`config.mk`:
```
export PLATFORM = sky130hd
export DESIGN_NAME = msbs_t3_coef_sim2seq_unloader_flat
export DESIGN_NICKNAME = d
export VERILOG_FILES = /design/src/rtl/msbs_t3_coef_sim2seq_unloader_if.sv /design/src/rtl/msbs_t3_coef_sim2seq_unloader.sv /design/src/flat_wrapper.sv
export SDC_FILE = /design/constraint.sdc
export NUM_CORES = 1
export LEC_CHECK = 0
export CAP_MARGIN = 15
export CORE_MARGIN = 2
export CORE_UTILIZATION = 25
export DETAILED_ROUTE_END_ITERATION = 6
export GPL_TIMING_DRIVEN = 0
export PLACE_DENSITY = 0.53
export SLEW_MARGIN = 20
export SYNTH_ARGS = -nofsm -noshare
export SYNTH_HDL_FRONTEND = slang
export SYNTH_SLANG_ARGS = --single-unit
```
`constraint.sdc`:
```
create_clock -name clk -period 3.1 [get_ports clk]
set_clock_uncertainty 0.1 [all_clocks]
set_input_delay 0.465 -clock clk [delete_from_list [all_inputs] [get_ports clk]]
set_output_delay 0.465 -clock clk [all_outputs]
set_load 0.05 [all_outputs]
```
`src/rtl/msbs_t3_coef_sim2seq_unloader_if.sv`:
```
// Bundle for the coefficient-bank unloader: bank load side plus the per-entry
// streaming side toward the Chien-search / root-finder stage.
interface msbs_t3_coef_sim2seq_unloader_if #(
    parameter int GF_LEN     = 10,
    parameter int KEY_EQ_BUF = 8
) ();
    localparam int IDX_W  = (KEY_EQ_BUF > 1) ? $clog2(KEY_EQ_BUF) : 1;
    localparam int BANK_W = GF_LEN * KEY_EQ_BUF * 4;

    logic                  in_load;
    logic [BANK_W-1:0]     in_coef;
    logic [KEY_EQ_BUF-1:0] in_deg2;
    logic [KEY_EQ_BUF-1:0] in_deg3;
    logic                  in_ready;

    logic                  out_load_ready;
    logic                  out_valid;
    logic [GF_LEN-1:0]     out_coef_C;
    logic [GF_LEN-1:0]     out_coef_B;
    logic [GF_LEN-1:0]     out_coef_A;
    logic [GF_LEN-1:0]     out_coef_R;
    logic                  out_deg2;
    logic                  out_deg3;
    logic [IDX_W-1:0]      out_idx;
    logic                  out_first;
    logic                  out_last;
    logic                  out_ovf;

    // Producer / consumer side (key-equation stage and downstream sink).
    modport master (
        output in_load, in_coef, in_deg2, in_deg3, in_ready,
        input  out_load_ready, out_valid, out_coef_C, out_coef_B, out_coef_A,
               out_coef_R, out_deg2, out_deg3, out_idx, out_first, out_last,
               out_ovf
    );

    // Unloader side.
    modport slave (
        input  in_load, in_coef, in_deg2, in_deg3, in_ready,
        output out_load_ready, out_valid, out_coef_C, out_coef_B, out_coef_A,
               out_coef_R, out_deg2, out_deg3, out_idx, out_first, out_last,
               out_ovf
    );
endinterface

```
`src/rtl/msbs_t3_coef_sim2seq_unloader.sv`:
```
// Captures a parallel t=3 mSBS error-locator coefficient bank in one strobe and
// streams it one entry per cycle under valid/ready with first/last markers.
module msbs_t3_coef_sim2seq_unloader #(
    parameter int GF_LEN                    = 10,
    parameter int KEY_EQ_BUF                = 8,
    parameter int EQUATION_COEF_NUMS        = 4,
    parameter int OUT_BUF_SHIFING_DIRECTION = 1
) (
    input  logic clk,
    input  logic in_ctr_Srst,
    input  logic in_ctr_en,
    msbs_t3_coef_sim2seq_unloader_if.slave bus
);
    localparam int IDX_W   = (KEY_EQ_BUF > 1) ? $clog2(KEY_EQ_BUF) : 1;
    localparam int ENTRY_W = GF_LEN * EQUATION_COEF_NUMS;
    localparam int BANK_W  = ENTRY_W * KEY_EQ_BUF;

    localparam logic [IDX_W-1:0] FIRST_IDX =
        (OUT_BUF_SHIFING_DIRECTION != 0) ? '0 : IDX_W'(KEY_EQ_BUF - 1);
    localparam logic [IDX_W-1:0] LAST_IDX =
        (OUT_BUF_SHIFING_DIRECTION != 0) ? IDX_W'(KEY_EQ_BUF - 1) : '0;

    typedef enum logic {
        IDLE = 1'b0,
        EMIT = 1'b1
    } state_t;

    state_t                state_q, state_d;
    logic [IDX_W-1:0]      idx_q, idx_d;
    logic [BANK_W-1:0]     bank_q, bank_d;
    logic [KEY_EQ_BUF-1:0] deg2_q, deg2_d;
    logic [KEY_EQ_BUF-1:0] deg3_q, deg3_d;
    logic                  ovf_q, ovf_d;

    logic [ENTRY_W-1:0]    coef_q, coef_d;
    logic                  odeg2_q, odeg2_d;
    logic                  odeg3_q, odeg3_d;
    logic [IDX_W-1:0]      oidx_q, oidx_d;
    logic                  first_q, first_d;
    logic                  last_q, last_d;

    logic                  load_ready;
    logic                  fire;
    logic                  load_ok;

    function automatic logic [ENTRY_W-1:0] entry_at(
        input logic [BANK_W-1:0] bank,
        input logic [IDX_W-1:0]  idx
    );
        return bank[int'(idx) * ENTRY_W +: ENTRY_W];
    endfunction

    function automatic logic [IDX_W-1:0] idx_step(input logic [IDX_W-1:0] idx);
        if (OUT_BUF_SHIFING_DIRECTION != 0) begin
            return idx + IDX_W'(1);
        end
        return idx - IDX_W'(1);
    endfunction

    // last_q is only ever set in EMIT, so it marks the final beat directly.
    assign load_ready = (state_q == IDLE) || (last_q && bus.in_ready);
    assign fire       = (state_q == EMIT) && bus.in_ready;
    assign load_ok    = bus.in_load && load_ready;

    always_comb begin
        state_d = state_q;
        idx_d   = idx_q;
        bank_d  = bank_q;
        deg2_d  = deg2_q;
        deg3_d  = deg3_q;
        ovf_d   = 1'b0;

        if (in_ctr_en) begin
            ovf_d = bus.in_load && !load_ready;
            unique case (state_q)
                IDLE: begin
                    if (load_ok) begin
                        state_d = EMIT;
                        idx_d   = FIRST_IDX;
                        bank_d  = bus.in_coef;
                        deg2_d  = bus.in_deg2;
                        deg3_d  = bus.in_deg3;
                    end
                end
                EMIT: begin
                    if (fire) begin
                        if (!last_q) begin
                            idx_d = idx_step(idx_q);
                        end else if (load_ok) begin
                            // Back-to-back bank: recapture on the final beat.
                            idx_d  = FIRST_IDX;
                            bank_d = bus.in_coef;
                            deg2_d = bus.in_deg2;
                            deg3_d = bus.in_deg3;
                        end else begin
                            state_d = IDLE;
                        end
                    end
                end
                default: state_d = IDLE;
            endcase
        end
    end

    // Output registers track the next shadow/index so data never flows
    // combinationally from in_coef to the outputs.
    always_comb begin
        coef_d  = entry_at(bank_d, idx_d);
        odeg2_d = deg2_d[idx_d];
        odeg3_d = deg3_d[idx_d];
        oidx_d  = idx_d;
        first_d = (state_d == EMIT) && (idx_d == FIRST_IDX);
        last_d  = (state_d == EMIT) && (idx_d == LAST_IDX);
    end

    always_ff @(posedge clk) begin
        if (in_ctr_Srst) begin
            state_q <= IDLE;
            idx_q   <= '0;
            bank_q  <= '0;
            deg2_q  <= '0;
            deg3_q  <= '0;
            ovf_q   <= 1'b0;
            coef_q  <= '0;
            odeg2_q <= 1'b0;
            odeg3_q <= 1'b0;
            oidx_q  <= '0;
            first_q <= 1'b0;
            last_q  <= 1'b0;
        end else begin
            state_q <= state_d;
            idx_q   <= idx_d;
            bank_q  <= bank_d;
            deg2_q  <= deg2_d;
            deg3_q  <= deg3_d;
            ovf_q   <= ovf_d;
            coef_q  <= coef_d;
            odeg2_q <= odeg2_d;
            odeg3_q <= odeg3_d;
            oidx_q  <= oidx_d;
            first_q <= first_d;
            last_q  <= last_d;
        end
    end

    assign bus.out_load_ready = load_ready;
    assign bus.out_valid      = (state_q == EMIT);
    assign bus.out_coef_C     = coef_q[ENTRY_W-1 -: GF_LEN];
    assign bus.out_coef_B     = coef_q[ENTRY_W-GF_LEN-1 -: GF_LEN];
    assign bus.out_coef_A     = coef_q[2*GF_LEN-1 -: GF_LEN];
    assign bus.out_coef_R     = coef_q[GF_LEN-1:0];
    assign bus.out_deg2       = odeg2_q;
    assign bus.out_deg3       = odeg3_q;
    assign bus.out_idx        = oidx_q;
    assign bus.out_first      = first_q;
    assign bus.out_last       = last_q;
    assign bus.out_ovf        = ovf_q;

endmodule

```
`src/flat_wrapper.sv`:
```
// flat-port wrapper written by rule: the top's interface ports become plain ports
module msbs_t3_coef_sim2seq_unloader_flat 
#(
    parameter int GF_LEN                    = 10,
    parameter int KEY_EQ_BUF                = 8,
    parameter int EQUATION_COEF_NUMS        = 4,
    parameter int OUT_BUF_SHIFING_DIRECTION = 1
)
  (clk, in_ctr_Srst, in_ctr_en, bus_in_load, bus_in_coef, bus_in_deg2, bus_in_deg3, bus_in_ready, bus_out_load_ready, bus_out_valid, bus_out_coef_C, bus_out_coef_B, bus_out_coef_A, bus_out_coef_R, bus_out_deg2, bus_out_deg3, bus_out_idx, bus_out_first, bus_out_last, bus_out_ovf);
  msbs_t3_coef_sim2seq_unloader_if #(.GF_LEN(GF_LEN), .KEY_EQ_BUF(KEY_EQ_BUF)) bus_i ();
  input  logic clk;
  input  logic in_ctr_Srst;
  input  logic in_ctr_en;
  input wire logic [$bits(bus_i.in_load)-1:0] bus_in_load;
  input wire logic [$bits(bus_i.in_coef)-1:0] bus_in_coef;
  input wire logic [$bits(bus_i.in_deg2)-1:0] bus_in_deg2;
  input wire logic [$bits(bus_i.in_deg3)-1:0] bus_in_deg3;
  input wire logic [$bits(bus_i.in_ready)-1:0] bus_in_ready;
  output wire logic [$bits(bus_i.out_load_ready)-1:0] bus_out_load_ready;
  output wire logic [$bits(bus_i.out_valid)-1:0] bus_out_valid;
  output wire logic [$bits(bus_i.out_coef_C)-1:0] bus_out_coef_C;
  output wire logic [$bits(bus_i.out_coef_B)-1:0] bus_out_coef_B;
  output wire logic [$bits(bus_i.out_coef_A)-1:0] bus_out_coef_A;
  output wire logic [$bits(bus_i.out_coef_R)-1:0] bus_out_coef_R;
  output wire logic [$bits(bus_i.out_deg2)-1:0] bus_out_deg2;
  output wire logic [$bits(bus_i.out_deg3)-1:0] bus_out_deg3;
  output wire logic [$bits(bus_i.out_idx)-1:0] bus_out_idx;
  output wire logic [$bits(bus_i.out_first)-1:0] bus_out_first;
  output wire logic [$bits(bus_i.out_last)-1:0] bus_out_last;
  output wire logic [$bits(bus_i.out_ovf)-1:0] bus_out_ovf;
  assign bus_i.in_load = bus_in_load;
  assign bus_i.in_coef = bus_in_coef;
  assign bus_i.in_deg2 = bus_in_deg2;
  assign bus_i.in_deg3 = bus_in_deg3;
  assign bus_i.in_ready = bus_in_ready;
  assign bus_out_load_ready = bus_i.out_load_ready;
  assign bus_out_valid = bus_i.out_valid;
  assign bus_out_coef_C = bus_i.out_coef_C;
  assign bus_out_coef_B = bus_i.out_coef_B;
  assign bus_out_coef_A = bus_i.out_coef_A;
  assign bus_out_coef_R = bus_i.out_coef_R;
  assign bus_out_deg2 = bus_i.out_deg2;
  assign bus_out_deg3 = bus_i.out_deg3;
  assign bus_out_idx = bus_i.out_idx;
  assign bus_out_first = bus_i.out_first;
  assign bus_out_last = bus_i.out_last;
  assign bus_out_ovf = bus_i.out_ovf;
  msbs_t3_coef_sim2seq_unloader #(.GF_LEN(GF_LEN), .KEY_EQ_BUF(KEY_EQ_BUF), .EQUATION_COEF_NUMS(EQUATION_COEF_NUMS), .OUT_BUF_SHIFING_DIRECTION(OUT_BUF_SHIFING_DIRECTION)) u_core (.clk(clk), .in_ctr_Srst(in_ctr_Srst), .in_ctr_en(in_ctr_en), .bus(bus_i));
endmodule
```
==> summary.txt, run 1 <==
clock tree from TritonCTS - done
layout cell share with drive strength beyond 1 - 0.0578
transition time at the pin with the least slew margin - 1.05 ns
clock group share of total power - 0.415
R2R setup slack - 0.14 ns
row cnt - 92
Remaining DRCs - 0
worst flop-to-flop path startpoint - u_core.bus.out_valid
number of standard cells after synthesis - 2021
number of non-filler instances in the completed layout - 3336
maximum count of clock buffers along a single path - 3
net count after synthesis - 2363
num ports - 391
most area-hungry cell type in the Yosys netlist - dfxtp_1
Clock Sink Count - 385
part of the Yosys area used for sequential elements - 0.488
result of the run - finished, final reports clean
die span in y - 255 µm
wire length of the first global-routing pass - 101000 µm
start-to-end type of the worst setup path - register to register
antenna cell count - 0
Final min period - 2.96 ns
worst reg2reg path endpoint - u_core.bank_q[275]
Worst VDD drop - 338 µV
number of antenna violations at the first check in global routing - 4
required arrival time at the worst endpoint - 3.48 ns
die area - 65200 µm²
gp weighted congestion - 0.878
Hold Path End - u_core.bus.out_ovf
design internal power - 8.83 mW
hold slack final - 0.188 ns
Initial Util - 0.252
post-route fraction of the period consumed by the critical path - 0.955
Maximum Capacitance Violations - 0
data arrival time of the worst path - 3.34 ns
number of antenna-violating nets in the routed design - 0
number of instances in the placed design - 3256
WL per Instance - 21.2 µm
hold path startpoint - bus_in_ready
power density cells - 544 nW/µm²
# port buffers - 388
DRC violation total after the first TritonRoute iteration - 1068
yosys warns - 0
number of buffers added by the clock tree synthesis step - 45
area of the multi-input gates - 7360 µm²
Yosys top cell area share - 0.488
setup-violating endpoint count in the final report - 0
RSZ-0062 raised after global routing - no
growth of design area from synthesis to finish - 40.7%
flip-flop and latch count after synthesis - 385
crit-path max FO - 10
number of distinct library cell variants in the gate-level netlist after synthesis - 33
count of filler cells inserted in the layout - 6536
Peak Freq - 0.338 GHz
GRT Residual Overflow - 0
power share of the combinational group - 0.145
number of nets in the final layout - 2801
total count of max-transition violations in the final report - 0
aggregate global-route resource usage - 0.211
number of optimization iterations in the first detailed-route pass - 5
final wirelength - 70600 µm
register cell area after layout - 7710 µm²
worst r2r path cells - 6
P_leak - 8.91 nW
half-perimeter wire length after detailed placement - 55000 µm
pin count of the biggest net entering global routing - 13
worst hold path depth - 3
x dimension of the die - 255 µm
routed via count - 15800
core region area - 62700 µm²
post-route setup TNS - 0 ns
clock root buffer - clkbuf_16
class of the worst hold path - primary input to register
Vias/cell - 4.73
H-Tree Level Count - 2
net switching power - 3.25 mW
nature of the critical path endpoint - register
source-to-sink clock delay at the later pin of the worst-skew pair - 0.56 ns
worst-case headroom to the max-slew limit - 0.303
sequential share of power - 0.440
netlist area before placement - 15800 µm²
crit path launch type - register
Clock transition at path regs - 0.06 ns
final-report hold violation count - 0
vias in the first global route - 16000
synthesized area per cell - 7.81 µm²
switching fraction of total power - 0.269
largest cells by area after synthesis - dfxtp_1, nand2_1, a21oi_1
-- how the worst max path moves through the flow --
stage | start | endpoint | slack, ns
6_report | u_core.bus.out_valid | u_core.bank_q[275] | 0.14
5_1_grt | u_core.bus.out_valid | u_core.bank_q[165] | 0.002
4_1_cts | u_core.bus.out_valid | u_core.coef_q[1] | 0.0008
3_5_place_dp | bus_in_load | u_core.coef_q[11] | -0.71
3_3_place_gp | bus_in_load | u_core.coef_q[12] | -1.04
2_1_floorplan | u_core.bus.out_valid | u_core.bus.out_deg2 | 0.59
-- synthesized netlist by cell type (all sizes together) --
| master | n |
|---|---|
| nand2 | 675 |
| nor2b | 3 |
| clkbuf | 121 |
| nand4 | 1 |
| a22oi | 1 |
| nand4b | 2 |
| a21oi | 381 |
| or2 | 1 |
| o22ai | 42 |
| nor2 | 130 |
| dfxtp | 385 |
| nand3b | 2 |
| or3b | 1 |
| nand3 | 2 |
| or3 | 1 |
| xor2 | 1 |
| nand2b | 1 |
| o21a | 1 |
| a211o | 42 |
| buf | 49 |
| a21bo | 2 |
| o21ai | 2 |
| nor3 | 3 |
| and4 | 1 |
| a211oi | 42 |
| mux2i | 128 |
| ha | 1 |
-- worst max-delay path: stages, from the launching register on --
cell,delay [ns]
dfxtp_1,0.45
a21bo_4,0.28
nand3_1,0.40
buf_1,0.83
clkbuf_1,0.54
nand2_1,0.11
a21oi_1,0.16
-- timing repair --
action | CTS | global route
hold buffers | 0 | 0
resized for setup | 11 | 59
endpoints found under the setup margin | 324 | 159
setup buffers | 3 | 0
-- cells by family (layout without fill, tap and decap cells) --
logic type | after synthesis | in the layout | synth area share
DFF | 385 | 385 | 0.488
and+or+nand+nor | 823 | 823 | 0.199
AOI/OAI and AO/OA | 513 | 513 | 0.184
xor gates and xnor gates | 1 | 1 | 0.000555
buffers and inverters | 170 | 639 | 0.0457
muxes | 128 | 128 | 0.0812
adders and majority gates | 1 | 1 | 0.000793
-- power groups by stage --
stage               clock network [mW]  logic, mW  registers, mW
floorplan                            0      0.704           5.51
global placement                     0       1.74           5.42
detailed placement                   0       1.75           5.42
CTS                               5.12       1.77           5.32
global route                      5.30       1.90           5.34
finish                            5.01       1.76           5.32
-- layer usage --
layer | part of all wire | routed length, µm | up-vias | GRT usage
li1 | - | - | 7653 | -
met1 | 0.43 | 30200 | 7497 | 0.267
met2 | 0.48 | 34000 | 511 | 0.367
met3 | 0.060 | 4250 | 118 | 0.0354
met4 | 0.030 | 2100 | 8 | 0.0637
met5 | 0.00081 | 57 | - | 0
-- cell usage in the layout (no fill, tap or decap), types with 9 or more instances in the layout --
cell type and n:
a211o_1 42, a211oi_1 42, a21oi_1 381, buf_1 10, buf_2 24, buf_4 9
clkbuf_1 102, clkbuf_16 45, clkbuf_2 28, clkbuf_8 9, clkdlybuf4s50_1 388, clkinv_2 10
dfxtp_1 385, mux2i_1 128, nand2_1 675, nor2_1 130, o22ai_1 42
-- through the flow --
step	setup slack, ns	power [mW]	instance area (µm²)	util
floorplan	0.587	6.21	15800	-
global placement	-1.04	7.15	20700	0.330
detailed placement	-0.713	7.18	20700	0.331
CTS	0.000839	12.2	22200	0.353
global route	0.00236	12.5	22200	0.354
finish	0.138	12.1	22200	0.354
-- registers in the layout, summed over array words and instances (netlist names) --
register and cells:
u_core.bus.out_idx 3, u_core.bus.out_first 1, u_core.bank_q 320, u_core.bus.out_deg2 1
u_core.coef_q 40, u_core.bus.out_ovf 1, u_core.bus.out_last 1, u_core.bus.out_valid 1
u_core.deg3_q 8, u_core.bus.out_deg3 1, u_core.deg2_q 8
-- final cells by class --
type / count / area share
buffer: 169 / 0.0354
tap: 846 / 0.0477
multi-input combinational: 1466 / 0.332
sequential: 385 / 0.347
clock inverter: 13 / 0.00332
timing repair buffer: 392 / 0.177
clock buffer: 65 / 0.0581
Power figures use the tool's default switching activity.
==> run 2: changes to the inputs <==
MAX_ROUTING_LAYER = met4   (was default)
==> run 2 against run 1 <==
Setup slack got worse by 0.069 ns. Critical path type unchanged. Largest cell class unchanged. Critical endpoint is now u_core.coef_q[37]. Core utilization increased by 0.18 points. Design area increased by 0.50%. Register-to-register slack got worse by 0.07 ns. Critical path depth unchanged. Global-route usage increased by 0.68 points. First-iteration DRC count decreased by 12%.
==> summary.txt, run 2 (synthesized netlist as in run 1, its figures left out) <==
maximum count of clock buffers along a single path - 3
critical path cell sequence - a21bo_4 > nand3_1 > buf_2 > buf_1 > a211oi_1 > a211o_1
num ports - 391
data arrival time of the worst path - 3.38 ns
switching fraction of total power - 0.270
Peak Freq - 0.330 GHz
leading cell type in the layout, fill and taps excluded - nand2_1
half-perimeter wire length after detailed placement - 54900 µm
worst-case headroom to the max-slew limit - 0.313
number of buffers added by the clock tree synthesis step - 45
start-to-end type of the worst setup path - register to register
Vias/cell - 4.75
pin count of the biggest net entering global routing - 14
Remaining DRCs - 0
crit-path max FO - 10
nature of the critical path endpoint - register
core region area - 62700 µm²
Layout Utilization - 0.356
clock group share of total power - 0.428
die area - 65200 µm²
fin area - 22300 µm²
registers with the most flip-flops - u_core.bank_q: 320 flops, u_core.coef_q: 40 flops
number of antenna violations at the first check in global routing - 6
P_leak - 8.94 nW
vias in the first global route - 16000
number of optimization iterations in the first detailed-route pass - 5
Final min period - 3.03 ns
clock root buffer - clkbuf_16
worst stage delay on the critical path - 0.60 ns
hold path startpoint - bus_in_ready
Clock transition at path regs - 0.06 ns
total count of max-transition violations in the final report - 0
power density cells - 554 nW/µm²
setup-violating endpoint count in the final report - 0
GRT Residual Overflow - 0
row cnt - 92
Total Power Consumption - 12.4 mW
area post-placement - 20700 µm²
worst hold path depth - 3
power share of the combinational group - 0.142
worst flop-to-flop path startpoint - u_core.bus.out_valid
x dimension of the die - 255 µm
Initial Util - 0.252
RSZ-0062 raised after global routing - no
Worst VDD drop - 387 µV
# port buffers - 388
leading cell types in the layout, fill and taps excluded - nand2_1, clkdlybuf4s50_1, dfxtp_1, a21oi_1, nor2_1
number of antenna-violating nets in the routed design - 0
max reg flops - 320
count of filler cells inserted in the layout - 6528
class of the worst hold path - primary input to register
DRC violation total after the first TritonRoute iteration - 945
quantity of hold-fixing buffers added after cts - 0
routed via count - 15900
die span in y - 255 µm
sequential share of power - 0.430
final-report hold violation count - 0
source-to-sink clock delay at the later pin of the worst-skew pair - 0.57 ns
design internal power - 9.03 mW
required arrival time at the worst endpoint - 3.45 ns
H-Tree Level Count - 2
final wirelength - 70800 µm
R2R setup slack - 0.07 ns
register with the most flip-flops - u_core.bank_q
result of the run - finished, final reports clean
layout cell share with drive strength beyond 1 - 0.0598
crit path launch type - register
clock tree from TritonCTS - done
number of nets in the final layout - 2800
transition time at the pin with the least slew margin - 1.03 ns
growth of design area from synthesis to finish - 41.4%
worst r2r path cells - 6
net switching power - 3.34 mW
post-route fraction of the period consumed by the critical path - 0.978
CP max-delay cell - buf_1
gp weighted congestion - 0.881
Clock Sink Count - 385
Maximum Capacitance Violations - 0
WL per Instance - 21.2 µm
aggregate global-route resource usage - 0.218
wire length of the first global-routing pass - 101000 µm
worst reg2reg path endpoint - u_core.coef_q[37]
Hold Path End - u_core.bus.out_ovf
[run 2: cell types whose count changed in the layout (fill, tap and decap cells not counted), sizes merged]
cell      previous run  this run
inv                  0         1
clkinv              11        10
diode                0         4
clkinvlp             2         6
clkbuf             187       186
bufinv               0         1
buf                 51        50
[run 2: power by group through the flow]
stage | Clock (mW) | Combinational (mW) | Sequential, mW
floorplan | 0 | 0.704 | 5.51
global placement | 0 | 1.74 | 5.42
detailed placement | 0 | 1.76 | 5.42
CTS | 5.39 | 1.77 | 5.32
global route | 5.60 | 1.89 | 5.34
finish | 5.29 | 1.76 | 5.32
[run 2: through the flow]
stage,setup TNS [ns],setup WS (ns),cells,hold WS (ns)
2_1_floorplan,0,0.587,2021,0.336
3_3_place_gp,-170.63,-1.04,3255,0.340
3_5_place_dp,-160.81,-0.706,3256,0.347
4_1_cts,0,0.00428,3341,0.151
5_1_grt,0,0.0158,3343,0.177
6_report,0,0.0688,3343,0.179
[run 2: critical path: cells and delay by family (launching register included)]
kind	cells	cell delay, ns
buf+inv	2	1.06
compound gates	3	0.82
flops	1	0.46
simple gates	1	0.44
[run 2: final cells by class]
cell class / instances / area, µm² / share of cell area
antenna: 4 / 10.0 / 0.000449
timing repair buffer: 392 / 3930 / 0.176
sequential: 385 / 7710 / 0.345
multi-input combinational: 1466 / 7360 / 0.330
clock buffer: 64 / 1330 / 0.0596
buffer: 168 / 783 / 0.0351
tap: 846 / 1060 / 0.0474
clock inverter: 18 / 138 / 0.00617
[run 2: worst max path at each step]
stage / startpoint / endpoint / slack [ns] / depth (start not counted)
global route: u_core.bus.out_valid / u_core.bank_q[129] / 0.02 / 7
global placement: bus_in_load / u_core.coef_q[12] / -1.04 / 8
CTS: u_core.bus.out_valid / u_core.bank_q[292] / 0.004 / 7
detailed placement: bus_in_load / u_core.coef_q[11] / -0.71 / 9
floorplan: u_core.bus.out_valid / u_core.bus.out_deg2 / 0.59 / 9
finish: u_core.bus.out_valid / u_core.coef_q[37] / 0.07 / 6
[run 2: what timing repair did]
| action | CTS | global route |
|---|---|---|
| endpoints found under the setup margin | 332 | 121 |
| setup buffers | 3 | 0 |
| resized for setup | 17 | 41 |
| pin swaps | 1 | 0 |
[run 2: per-layer routing]
layer	vias to the layer above	GRT usage	routed length, µm
met4	0	0.0720	2070
li1	7654	-	-
met5	-	-	0
met3	103	0.0257	3800
met2	543	0.363	33800
met1	7581	0.274	31100
